## config.mk

```make
export PLATFORM = sky130hd
export DESIGN_NAME = alu_arbiter
export DESIGN_NICKNAME = d
export VERILOG_FILES = /design/src/rtl/alu_pkg.sv /design/src/rtl/rr_arb2.sv /design/src/rtl/alu_arbiter.sv
export SDC_FILE = /design/constraint.sdc
export NUM_CORES = 1
export LEC_CHECK = 0
export CAP_MARGIN = 15
export CORE_ASPECT_RATIO = 1.4
export CORE_UTILIZATION = 35
export DETAILED_ROUTE_END_ITERATION = 10
export PLACE_DENSITY = 0.87
export SYNTH_ARGS = -nofsm -noshare
export SYNTH_HDL_FRONTEND = slang
export SYNTH_SLANG_ARGS = --single-unit
```

## constraint.sdc

```tcl
create_clock -name iCLK -period 1.4 [get_ports iCLK]
set_input_delay 0.28 -clock iCLK [delete_from_list [all_inputs] [get_ports iCLK]]
set_output_delay 0.28 -clock iCLK [all_outputs]
set_load 0.1 [all_outputs]
```

## src/rtl/alu_pkg.sv

```systemverilog
// rtl/alu_pkg.sv - shared constants, opcodes, FSM encoding and arbitration helper for alu_arbiter
//
// Purpose : Common definitions used by alu_arbiter and rr_arb2.
// Contents: ALU_DW/ALU_IW/ALU_RW default widths, ALU opcode values (passed through,
//           never decoded here), arbiter FSM state encoding, and a two-way
//           round-robin pick function.
package alu_pkg;

    localparam int ALU_DW  = 4;
    localparam int ALU_IW  = 4;
    localparam int ALU_RW  = 8;
    localparam int ALU_LAT_DEF = 1;

    // Opcodes understood by the downstream ALU; the arbiter only forwards them.
    localparam logic [3:0] OP_ADD = 4'h0;
    localparam logic [3:0] OP_SUB = 4'h1;
    localparam logic [3:0] OP_AND = 4'h2;
    localparam logic [3:0] OP_OR  = 4'h3;
    localparam logic [3:0] OP_XOR = 4'h4;
    localparam logic [3:0] OP_MUL = 4'h5;

    typedef enum logic [1:0] {
        IDLE = 2'd0,
        EXEC = 2'd1,
        RESP = 2'd2
    } state_t;

    // One-hot grant for two requesters; prio1 breaks a tie in favour of req[1].
    function automatic logic [1:0] rrPick(input logic [1:0] req, input logic prio1);
        logic [1:0] grant;
        case (req)
            2'b01:   grant = 2'b01;
            2'b10:   grant = 2'b10;
            2'b11:   grant = prio1 ? 2'b10 : 2'b01;
            default: grant = 2'b00;
        endcase
        return grant;
    endfunction

endpackage

```

## src/rtl/rr_arb2.sv

```systemverilog
// rtl/rr_arb2.sv - two-way round-robin arbiter with registered priority pointer
//
// Purpose : Combinational one-hot grant between two requesters; the tie-break
//           pointer moves only when the granted request is actually taken.
// Ports   : iCLK    in  clock, rising edge
//           iRSTn   in  asynchronous reset, active low (req0 gets priority)
//           req     in  [1:0] request vector
//           advance in  grant consumed this cycle; rotate priority
//           grant   out [1:0] one-hot grant (zero when no request)
module rr_arb2
    import alu_pkg::*;
(
    input  logic       iCLK,
    input  logic       iRSTn,
    input  logic [1:0] req,
    input  logic       advance,
    output logic [1:0] grant
);

    // High when requester 1 wins a tie, i.e. requester 0 was served last.
    logic prio1;

    assign grant = rrPick(req, prio1);

    always_ff @(posedge iCLK or negedge iRSTn) begin
        if (!iRSTn) begin
            prio1 <= 1'b0;
        end else if (advance && (grant != 2'b00)) begin
            prio1 <= grant[0];
        end
    end

endmodule

```

## src/rtl/alu_arbiter.sv

```systemverilog
// rtl/alu_arbiter.sv - round-robin sharing of one combinational ALU between two requesters
//
// Purpose : Accepts {A,B,INST} commands from two requesters, drives the ALU from
//           registered operands, captures the result after ALU_LAT cycles and
//           returns it tagged with the requester ID. One op in flight at a time.
// Ports   : iCLK, iRSTn                         clock / async active-low reset
//           iREQx_VALID, oREQx_READY            command handshake per requester
//           iREQx_A, iREQx_B, iREQx_INST        command payload per requester
//           oALU_A, oALU_B, oALU_INST           registered ALU operands
//           iALU_RESULT                         ALU output
//           oRSP_VALID, iRSP_READY              response handshake
//           oRSP_ID, oRSP_RESULT                response payload
//           oBUSY                               high whenever not idle
module alu_arbiter
    import alu_pkg::*;
#(
    parameter int DW      = ALU_DW,
    parameter int IW      = ALU_IW,
    parameter int RW      = ALU_RW,
    parameter int ALU_LAT = ALU_LAT_DEF
) (
    input  logic          iCLK,
    input  logic          iRSTn,
    input  logic          iREQ0_VALID,
    output logic          oREQ0_READY,
    input  logic [DW-1:0] iREQ0_A,
    input  logic [DW-1:0] iREQ0_B,
    input  logic [IW-1:0] iREQ0_INST,
    input  logic          iREQ1_VALID,
    output logic          oREQ1_READY,
    input  logic [DW-1:0] iREQ1_A,
    input  logic [DW-1:0] iREQ1_B,
    input  logic [IW-1:0] iREQ1_INST,
    output logic [DW-1:0] oALU_A,
    output logic [DW-1:0] oALU_B,
    output logic [IW-1:0] oALU_INST,
    input  logic [RW-1:0] iALU_RESULT,
    output logic          oRSP_VALID,
    input  logic          iRSP_READY,
    output logic          oRSP_ID,
    output logic [RW-1:0] oRSP_RESULT,
    output logic          oBUSY
);

    localparam int CW = (ALU_LAT > 1) ? $clog2(ALU_LAT) : 1;

    state_t        state;
    logic [CW-1:0] cnt;
    logic [1:0]    grant;
    logic          xfer;

    rr_arb2 u_rr_arb2 (
        .iCLK    (iCLK),
        .iRSTn   (iRSTn),
        .req     ({iREQ1_VALID, iREQ0_VALID}),
        .advance (xfer),
        .grant   (grant)
    );

    // Ready is gated by reset so nothing appears accepted while iRSTn is low.
    assign oREQ0_READY = iRSTn && (state == IDLE) && grant[0];
    assign oREQ1_READY = iRSTn && (state == IDLE) && grant[1];
    // A grant is only issued for a valid request, so ready alone marks a transfer.
    assign xfer        = oREQ0_READY || oREQ1_READY;

    always_ff @(posedge iCLK or negedge iRSTn) begin
        if (!iRSTn) begin
            state       <= IDLE;
            cnt         <= '0;
            oALU_A      <= '0;
            oALU_B      <= '0;
            oALU_INST   <= '0;
            oRSP_VALID  <= 1'b0;
            oRSP_ID     <= 1'b0;
            oRSP_RESULT <= '0;
            oBUSY       <= 1'b0;
        end else begin
            case (state)
                IDLE: begin
                    if (xfer) begin
                        if (grant[1]) begin
                            oALU_A    <= iREQ1_A;
                            oALU_B    <= iREQ1_B;
                            oALU_INST <= iREQ1_INST;
                        end else begin
                            oALU_A    <= iREQ0_A;
                            oALU_B    <= iREQ0_B;
                            oALU_INST <= iREQ0_INST;
                        end
                        oRSP_ID <= grant[1];
                        cnt     <= CW'(ALU_LAT - 1);
                        oBUSY   <= 1'b1;
                        state   <= EXEC;
                    end
                end
                EXEC: begin
                    if (cnt == '0) begin
                        oRSP_RESULT <= iALU_RESULT;
                        oRSP_VALID  <= 1'b1;
                        state       <= RESP;
                    end else begin
                        cnt <= cnt - 1'b1;
                    end
                end
                RESP: begin
                    if (iRSP_READY) begin
                        oRSP_VALID <= 1'b0;
                        oBUSY      <= 1'b0;
                        state      <= IDLE;
                    end
                end
                default: begin
                    oRSP_VALID <= 1'b0;
                    oBUSY      <= 1'b0;
                    state      <= IDLE;
                end
            endcase
        end
    end

endmodule

```

## Word-level counts from Yosys, hierarchy flattened

Index checks and enable logic that the tools add are counted.

| word-level totals | value |
|---|---|
| output and inout bits | 25 |
| input port bits | 37 |
| bits in registers | 27 |

| cells by class | value |
|---|---|
| reductions and logical operators | 14 |
| equal/unequal tests | 8 |
| add/sub/neg operators | 1 |
| bitwise gates (word level) | 3 |
| mux-type cells | 17 |

Operators with widths:

| cell | number |
|---|---|
| $mux W4 | 3 |
| $pmux W2 S3 | 2 |
| $reduce_and A3 Y1 | 3 |
| $mux W2 | 4 |
| $eq A2 B2 Y1 const B | 3 |
| $pmux W1 S3 | 2 |
| $reduce_and A2 Y1 | 3 |
| $mux W1 | 5 |
| $eq A2 B1 Y1 const B | 2 |
| $logic_and A1 B1 Y1 | 4 |
| $ne A2 B2 Y1 const B | 2 |
| $reduce_bool A2 Y1 | 2 |
| $not A1 Y1 | 3 |
| $logic_not A2 Y1 | 1 |
| $ne A2 B1 Y1 const B | 1 |
| $pmux W1 S2 | 1 |
| $logic_or A1 B1 Y1 | 1 |
| $sub A1 B1 Y1 const B | 1 |

## Depth between registers and ports, before layout

Gate-level depths: netlist (run 1).

| logic depth | value |
|---|---|
| depth in word-level cells | 6 |
| gate-level depth with buffers | 4 |
| mapped depth without buffers | 3 |

## Modules after synthesis

A second synthesis (run 1) with hierarchy kept.

| unflattened totals | value |
|---|---|
| cells, all modules | 80 |
| area total of the unflattened synthesis | 1,231.2 sq um |

By module, submodules not included:

| module | cells an instance | instances | area an instance (sq um) |
|---|---|---|---|
| alu_arbiter | 74 | 1 | 1,176.1 |
| rr_arb2 | 6 | 1 | 55.1 |

## Worst setup path after synthesis (run 1)

OpenSTA, ideal clock, no wires.

| timing path | value |
|---|---|
| path type | register -> output |
| start point | register u_rr_arb2.prio1 |
| end point | output port oREQ1_READY |
| data arrival time | 2,807 ps |
| slack | -1,687 ps |
| path buffers | 1 |
| stages on the path, launching flop included | 4 |
| required time | 1,120 ps |
| path through | dfrtp_1 -> and2b_1 -> clkbuf_1 -> nor3_1 |

| between the ends | value |
|---|---|
| word-level cells in the longest chain between the ends | 3 |

RTL lines:

| element | RTL line | source |
|---|---|---|
| start: declaration | rr_arb2.sv:21 | `logic prio1;` |
| start signal: assignment | rr_arb2.sv:29 | `prio1 <= grant[0];` |
| $mux W2 | alu_pkg.sv:34 | `2'b11: grant = prio1 ? 2'b10 : 2'b01;` |
| $pmux W2 S3 | alu_pkg.sv:31 | `case (req)` |
| $logic_and A1 B1 Y1 | alu_arbiter.sv:62 | `assign oREQ1_READY = iRSTn && (state == IDLE) && grant[1];` |
| end: declaration | alu_arbiter.sv:30 | `output logic oREQ1_READY,` |

Every way passes these cells.

## Final worst setup path (run 1)

| timing path | value |
|---|---|
| start point | register state[1] |
| end point | output port oREQ1_READY |

| between the ends | value |
|---|---|
| word-level cells in the longest chain between the ends | 3 |

RTL lines:

| element | RTL line | source |
|---|---|---|
| start: declaration | alu_arbiter.sv:47 | `state_t state;` |
| start signal: assignment | alu_arbiter.sv:68 | `state <= IDLE;` |
| start signal: assignment | alu_arbiter.sv:93 | `state <= EXEC;` |
| start signal: assignment | alu_arbiter.sv:100 | `state <= RESP;` |
| $logic_not A2 Y1 | alu_arbiter.sv:62 |  |
| $logic_and A1 B1 Y1 (2 in a row) | alu_arbiter.sv:62 |  |

Every way passes these cells.

==> flow_metrics.py, run 1 <==
metrics = {
    "finish": {
        "finalNonFillerCells": 204,
        "drive_above_1_share": 0.497,
        "antenna-diode-count": 0,
        "areaGrowthSynthToFinish_pct": 113,
        "finalNetCount": 203,
        "post-route-util": 0.794,
        "n_fill_cell": 170,
        "stdcell_area_mm2": 0.00250,
    },
    "worst_setup_path": {
        "r2r-end": "oRSP_RESULT[6]$_DFFE_PN0P_",
        "required_ns": 1.12,
        "timing.rr.start": "state[0]$_DFFE_PN0P_",
        "crit_slowest_cell": "dfrtp_1",
        "path_cells": "buf_6 -> nor2_2 -> nand2_2 -> nor3_4 -> buf_12",
        "end_kind": "output port",
        "criticalPathCategory": "register to output port",
        "critPathLaunchType": "register",
        "slowest_delay_ns": 0.41,
        "path_max_fanout": 4,
        "ff2ff_path_depth": 2,
        "arrival_ns": 1.44,
        "r2r_slack_ns": -0.24,
    },
    "sta": {
        "hold_viol": 0,
        "max_freq_ghz": 0.582,
        "rsz0062_at_grt": "true",
        "finalSetupViolCount": 11,
        "fin_ws_ns": -0.319,
        "fin_skew_ns": 0.00204,
        "max_slew_margin": 0.451,
        "fin_crit_sh": 1.23,
        "worst_pin_slew_ns": 0.822,
        "slew_violations": 0,
        "period_needed_ns": 1.72,
    },
    "grt": {
        "grt_use_total": 0.266,
        "grt_max_degree": 16,
        "grt_pass1_wl_um": 6820,
        "gr-total-overflow": 0,
        "antenna_found_initial": 0,
        "grt_pass1_vias": 1311,
    },
    "die": {
        "rows": 24,
        "coreArea_mm2": 0.00315,
        "die_width_um": 51.0,
        "die_h_um": 70.6,
        "pin_count": 62,
        "initial_core_util": 0.373,
        "die_area_mm2": 0.00360,
    },
    "clock_tree": {
        "clockRootBuffer": "clkbuf_8",
        "cts_tree": "built",
        "cts-buffers-inserted": 3,
        "insertion_delay_ns": 0.27,
        "h-tree-depth": 1,
        "cts.sinks": 26,
        "clk_pin_slew_ns": 0.09,
        "cts_hold_buf": 0,
        "cts_buffer_depth": 2,
    },
    "placement": {
        "place_inst": 194,
        "postPlaceCellArea_mm2": 0.00220,
        "portBuffers": 61,
        "hpwl_um": 2990,
        "place.gp.congestion": 0.716,
    },
    "logic_synthesis": {
        "yosysUniqueCellTypes": 24,
        "synth_area_per_cell_um2": 14.0,
        "synth.net_count": 121,
        "synth_seq_cells": 26,
        "syn-instance-count": 84,
        "netlist.area_leader.share": 0.553,
        "yosys.area.top_type": "dfrtp_1",
        "seq_area_frac_synth": 0.553,
        "synthTopCellsByArea": "dfrtp_1, a2bb2oi_2, o32ai_1, mux2_1, a2bb2oi_1",
        "synthesis.area_mm2": 0.00118,
        "yosys_warnings": 0,
    },
    "detailed_routing": {
        "drt-initial-drc-count": 22,
        "viasPerCell": 5.71,
        "ant_nets": 0,
        "drc": 0,
        "drt_wl_total_um": 4590,
        "drtPass1Iterations": 4,
        "wl_per_cell_um": 22.5,
        "vias": 1164,
    },
    "worst_hold_path": {
        "hold_path_class": "input pin to async pin",
    },
    "outcome": {
        "status": "complete, but fails checks",
        "violations": "setup timing",
    },
    "job": {
        "max_cap_violations": 0,
    },
}
[sequential cells by signal, indices dropped and copies added (netlist names)]
signal and count:
state 2, u_rr_arb2.prio1 1, oALU_B 4, oALU_INST 4
oBUSY 1, oRSP_ID 1, oALU_A 4, oRSP_RESULT 8
oRSP_VALID 1
[what timing repair did]
item | 4_1_cts | 5_1_grt
endpoints found under the setup margin | 23 | 26
buffers inserted | 6 | 1
resized for setup | 21 | 13
pin swaps | 3 | 3
gates cloned | 2 | 0
[cells in the final DEF (no fill, tap or decap), types with 3 or more instances in the layout]
cell | synthesis | layout
a2bb2oi_2 | 8 | 11
buf_12 | 0 | 27
buf_4 | 0 | 12
buf_6 | 1 | 6
clkbuf_8 | 0 | 3
clkdlybuf4s50_1 | 0 | 33
dfrtp_1 | 26 | 26
mux2_1 | 8 | 8
o32ai_2 | 0 | 9
[cells in the mapped netlist, drive strengths merged]
master and number:
buf 4, nor3 1, clkbuf 2, nor3b 1, a21bo 1, a31oi 1, nor2b 1, and2b 1
a21o 2, a2bb2oi 12, nand2 2, o32ai 12, o221a 1, a21oi 1, a21boi 1, inv 1
nor2 3, o21a 2, dfrtp 26, o21ai 1, mux2 8
[per-stage QoR]
step | TNS, ns | hold WS [ns] | setup slack (ns)
after detailed placement | -6.50 | 0.524 | -0.335
after CTS | -2.10 | 0.181 | -0.255
after global placement | -4.42 | 0.511 | -0.270
after floorplan | -0.527 | -0.0156 | -0.405
final | -2.36 | 0.182 | -0.319
after global routing | -3.20 | 0.204 | -0.378
[cell type report]
class | count | area (um2) | share of cell area
clock buffers | 3 | 41.3 | 0.0165
flip-flops and latches | 26 | 651 | 0.260
multi-input cells | 52 | 644 | 0.257
inverters | 1 | 3.75 | 0.00150
repair buffers | 82 | 1090 | 0.434
clock inverters | 1 | 30.0 | 0.0120
well taps | 39 | 48.8 | 0.0195
[worst max-delay path: cells and delay by family (launching register included)]
family | cells | cell delay (ns)
and+or+nand+nor | 3 | 0.41
DFF | 1 | 0.41
buffers and inverters | 2 | 0.35
[per-layer routing]
layer,global-route usage,vias to the layer above,wire length (um)
met1,0.250,586,1590
met2,0.501,63,2490
met3,0.0645,19,292
li1,-,496,-
met4,0.145,0,214
met5,0,-,0
[worst max path at each step]
stage	startpoint	end	slack, ns	cells past startpoint
after floorplan	u_rr_arb2.prio1$_DFFE_PN0P_	oREQ1_READY	-0.41	3
after global placement	iREQ0_VALID	oALU_B[0]$_DFFE_PN0P_	-0.27	5
after detailed placement	iRSTn	oALU_A[1]$_DFFE_PN0P_	-0.34	4
after CTS	u_rr_arb2.prio1$_DFFE_PN0P_	oREQ1_READY	-0.26	3
after global routing	state[1]$_DFFE_PN0P_	oREQ1_READY	-0.38	5
final	state[1]$_DFFE_PN0P_	oREQ1_READY	-0.32	5
[cell families (layout without fill, tap and decap cells)]
logic type      count (synthesis)  count (layout)  synth area share
compound gates                 34              35             0.291
flops                          26              26             0.553
simple gates                    9               9            0.0478
mux                             8               8            0.0765
buf+inv                         7              87            0.0319
Power of run 1 is left out: the tool's default activity adds up to more than one toggle a clock period on the data nets, which glitch-free logic cannot reach.
==> run 2: changes to the inputs <==
--- a/config.mk
+++ b/config.mk
@@ -5,7 +5,7 @@
 export SDC_FILE = /design/constraint.sdc
 export NUM_CORES = 1
 export LEC_CHECK = 0
-export CAP_MARGIN = 15
+export CAP_MARGIN = 10
 export CORE_ASPECT_RATIO = 1.4
 export CORE_UTILIZATION = 35
 export DETAILED_ROUTE_END_ITERATION = 10
==> results of run 2 <==
The final DEF is identical to that of run 1; final timing and power are the same.
Power of run 2 is left out for the same reason.
==> run 3: changes to the inputs <==
--- a/config.mk
+++ b/config.mk
@@ -7,9 +7,11 @@
 export LEC_CHECK = 0
 export CAP_MARGIN = 10
 export CORE_ASPECT_RATIO = 1.4
+export CORE_MARGIN = 4
 export CORE_UTILIZATION = 35
 export DETAILED_ROUTE_END_ITERATION = 10
 export PLACE_DENSITY = 0.87
+export SETUP_SLACK_MARGIN = 0.3
 export SYNTH_ARGS = -nofsm -noshare
 export SYNTH_HDL_FRONTEND = slang
 export SYNTH_SLANG_ARGS = --single-unit
==> run 3 against run 2 <==
  * The flow still finishes with violations (setup timing)
  * Clock skew rose by 0.0041 ns
  * Global-route usage decreased by 2.9 points
  * Register-to-register slack gained 0.03 ns
  * Worst setup slack better by 0.016 ns
  * Cell area up 13%
  * Count of clock-buffer cells in the layout unchanged
  * Die area rose by 21%
  * Sequential share of layout area is 2.0 points lower
  * Critical path type unchanged
  * Largest cell class unchanged
==> flow_metrics.py, run 3 (synthesis results as in run 1) <==
metrics = {
    "outcome": {
        "status": "complete, but fails checks",
        "violations": "setup timing",
    },
    "grt": {
        "gr-total-overflow": 0,
        "grt_max_degree": 19,
        "grt_use_total": 0.237,
        "grt_pass1_wl_um": 7910,
        "grt_pass1_vias": 1369,
        "antenna_found_initial": 0,
    },
    "sta": {
        "period_needed_ns": 1.70,
        "max_freq_ghz": 0.587,
        "max_slew_margin": 0.774,
        "hold_viol": 0,
        "fin_skew_ns": 0.00612,
        "rsz0062_at_grt": "true",
        "slew_violations": 0,
        "fin_ws_ns": -0.303,
        "finalSetupViolCount": 18,
        "worst_pin_slew_ns": 0.338,
        "whs_ns": 0.189,
        "fin_crit_sh": 1.22,
    },
    "detailed_routing": {
        "drc": 0,
        "wl_per_cell_um": 27.6,
        "drt_wl_total_um": 5980,
        "ant_nets": 0,
        "drtPass1Iterations": 4,
        "drt-initial-drc-count": 37,
        "vias": 1264,
        "viasPerCell": 5.82,
    },
    "worst_setup_path": {
        "r2r_slack_ns": -0.21,
        "r2r-end": "oALU_A[3]$_DFFE_PN0P_",
        "crit_start": "u_rr_arb2.prio1$_DFFE_PN0P_",
        "critPathTopFamily": "simple AND/OR/NAND/NOR gates",
        "critPathLaunchType": "register",
        "cp.buffers_inverters": 1,
        "timing.rr.start": "u_rr_arb2.prio1$_DFFE_PN0P_",
        "path_max_fanout": 3,
        "worst-path-stages": 3,
        "criticalPathCategory": "register to output port",
        "slowest_delay_ns": 0.43,
        "end_kind": "output port",
        "required_ns": 1.12,
        "arrival_ns": 1.42,
        "ff2ff_path_depth": 6,
        "path_cells": "and2b_2 -> nor3_4 -> buf_12",
        "crit_path_end": "oREQ1_READY",
        "crit_slowest_cell": "dfrtp_1",
    },
    "die": {
        "initial_core_util": 0.370,
        "pin_count": 62,
        "die_area_mm2": 0.00437,
        "rows": 24,
        "die_h_um": 76.6,
        "coreArea_mm2": 0.00318,
        "die_width_um": 57.0,
    },
    "job": {
        "max_cap_violations": 0,
    },
    "finish": {
        "drive_above_1_share": 0.736,
        "areaGrowthSynthToFinish_pct": 141,
        "stdcell_area_mm2": 0.00284,
        "top_register": "oRSP_RESULT",
        "finalNetCount": 216,
        "seq_area_um2": 681,
        "n_fill_cell": 111,
        "largest_register_ffs": 8,
        "antenna-diode-count": 0,
        "final_cell_mix": "clkdlybuf4s50_1, buf_12, dfrtp_2, buf_4",
        "multi_input_area_um2": 837,
        "final_common_cell": "clkdlybuf4s50_1",
    },
    "clock_tree": {
        "insertion_delay_ns": 0.28,
        "cts.sinks": 26,
        "cts_buffer_depth": 2,
        "h-tree-depth": 1,
        "clk_pin_slew_ns": 0.10,
        "cts_tree": "built",
        "clockRootBuffer": "clkbuf_8",
        "cts-buffers-inserted": 3,
    },
    "placement": {
        "portBuffers": 61,
        "postPlaceCellArea_mm2": 0.00226,
        "place.gp.congestion": 0.801,
        "hpwl_um": 3090,
    },
    "pwr": {
        "cellPowerDensity_mw_per_mm2": 2820,
        "power.leakage_nw": 1.12,
        "max-vdd-ir-drop_mv": 2.02,
    },
    "worst_hold_path": {
        "hold_path_class": "input pin to async pin",
    },
}
## run 3: changes by cell type in the layout (fill, tap and decap cells not counted), moves of 9 or more
cell / before / now
dfrtp_1: 26 / 2
dfrtp_2: 0 / 24
buf_4: 12 / 23
o32ai_4: 1 / 12
o32ai_2: 9 / 0
## run 3: worst min-delay path by stage
| stage | start | end | slack [ns] | cells past startpoint |
|---|---|---|---|---|
| 3_3_place_gp | u_rr_arb2.prio1$_DFFE_PN0P_ | u_rr_arb2.prio1$_DFFE_PN0P_ | 0.49 | 1 |
| 2_1_floorplan | iRSTn | oALU_A[0]$_DFFE_PN0P_ | -0.02 | 0 |
| 6_report | iRSTn | oRSP_RESULT[4]$_DFFE_PN0P_ | 0.19 | 2 |
| 3_5_place_dp | u_rr_arb2.prio1$_DFFE_PN0P_ | u_rr_arb2.prio1$_DFFE_PN0P_ | 0.52 | 1 |
| 5_1_grt | iRSTn | oRSP_RESULT[4]$_DFFE_PN0P_ | 0.20 | 2 |
| 4_1_cts | iRSTn | oRSP_RESULT[0]$_DFFE_PN0P_ | 0.16 | 2 |
## run 3: metrics by stage
stage	cells	utilization	total power, mW	setup WS, ns	setup TNS, ns
after global routing	217	0.892	8.19	-0.334	-2.87
final	217	0.892	8.01	-0.303	-2.37
after CTS	212	0.824	7.55	-0.217	-0.335
after global placement	190	0.710	6.35	-0.244	-3.28
after detailed placement	190	0.710	6.46	-0.284	-4.17
after floorplan	84	-	4.51	-0.405	-0.527
## run 3: layout make-up
class / instances / area share
clock buffer: 3 / 0.0145
clock inverter: 1 / 0.0106
inverter: 1 / 0.00132
multi-input combinational: 52 / 0.295
sequential: 26 / 0.240
tap: 39 / 0.0172
timing repair buffer: 95 / 0.422
## run 3: layer usage
metal | wire, um | track usage | up-vias
met5 | 0 | 0 | -
met4 | 107 | 0.0487 | 0
li1 | - | - | 524
met1 | 2230 | 0.268 | 664
met3 | 286 | 0.0441 | 8
met2 | 3350 | 0.447 | 68
## run 3: power by group
part | internal [mW] | switching (mW)
registers | 1.16 | 0.459
logic | 2.40 | 3.35
clock network | 0.383 | 0.260
total | 3.93 | 4.07
## run 3: what timing repair did
| item | 4_1_cts | 5_1_grt |
|---|---|---|
| setup buffers | 17 | 4 |
| gates resized for setup | 32 | 19 |
| setup endpoints to repair | 49 | 50 |
| hold buffers | 0 | 0 |
| pin swaps | 5 | 9 |
| endpoints found under the hold margin | 0 | 0 |
| cloned | 1 | 1 |
Note: power is estimated with default switching activity, not from simulation.
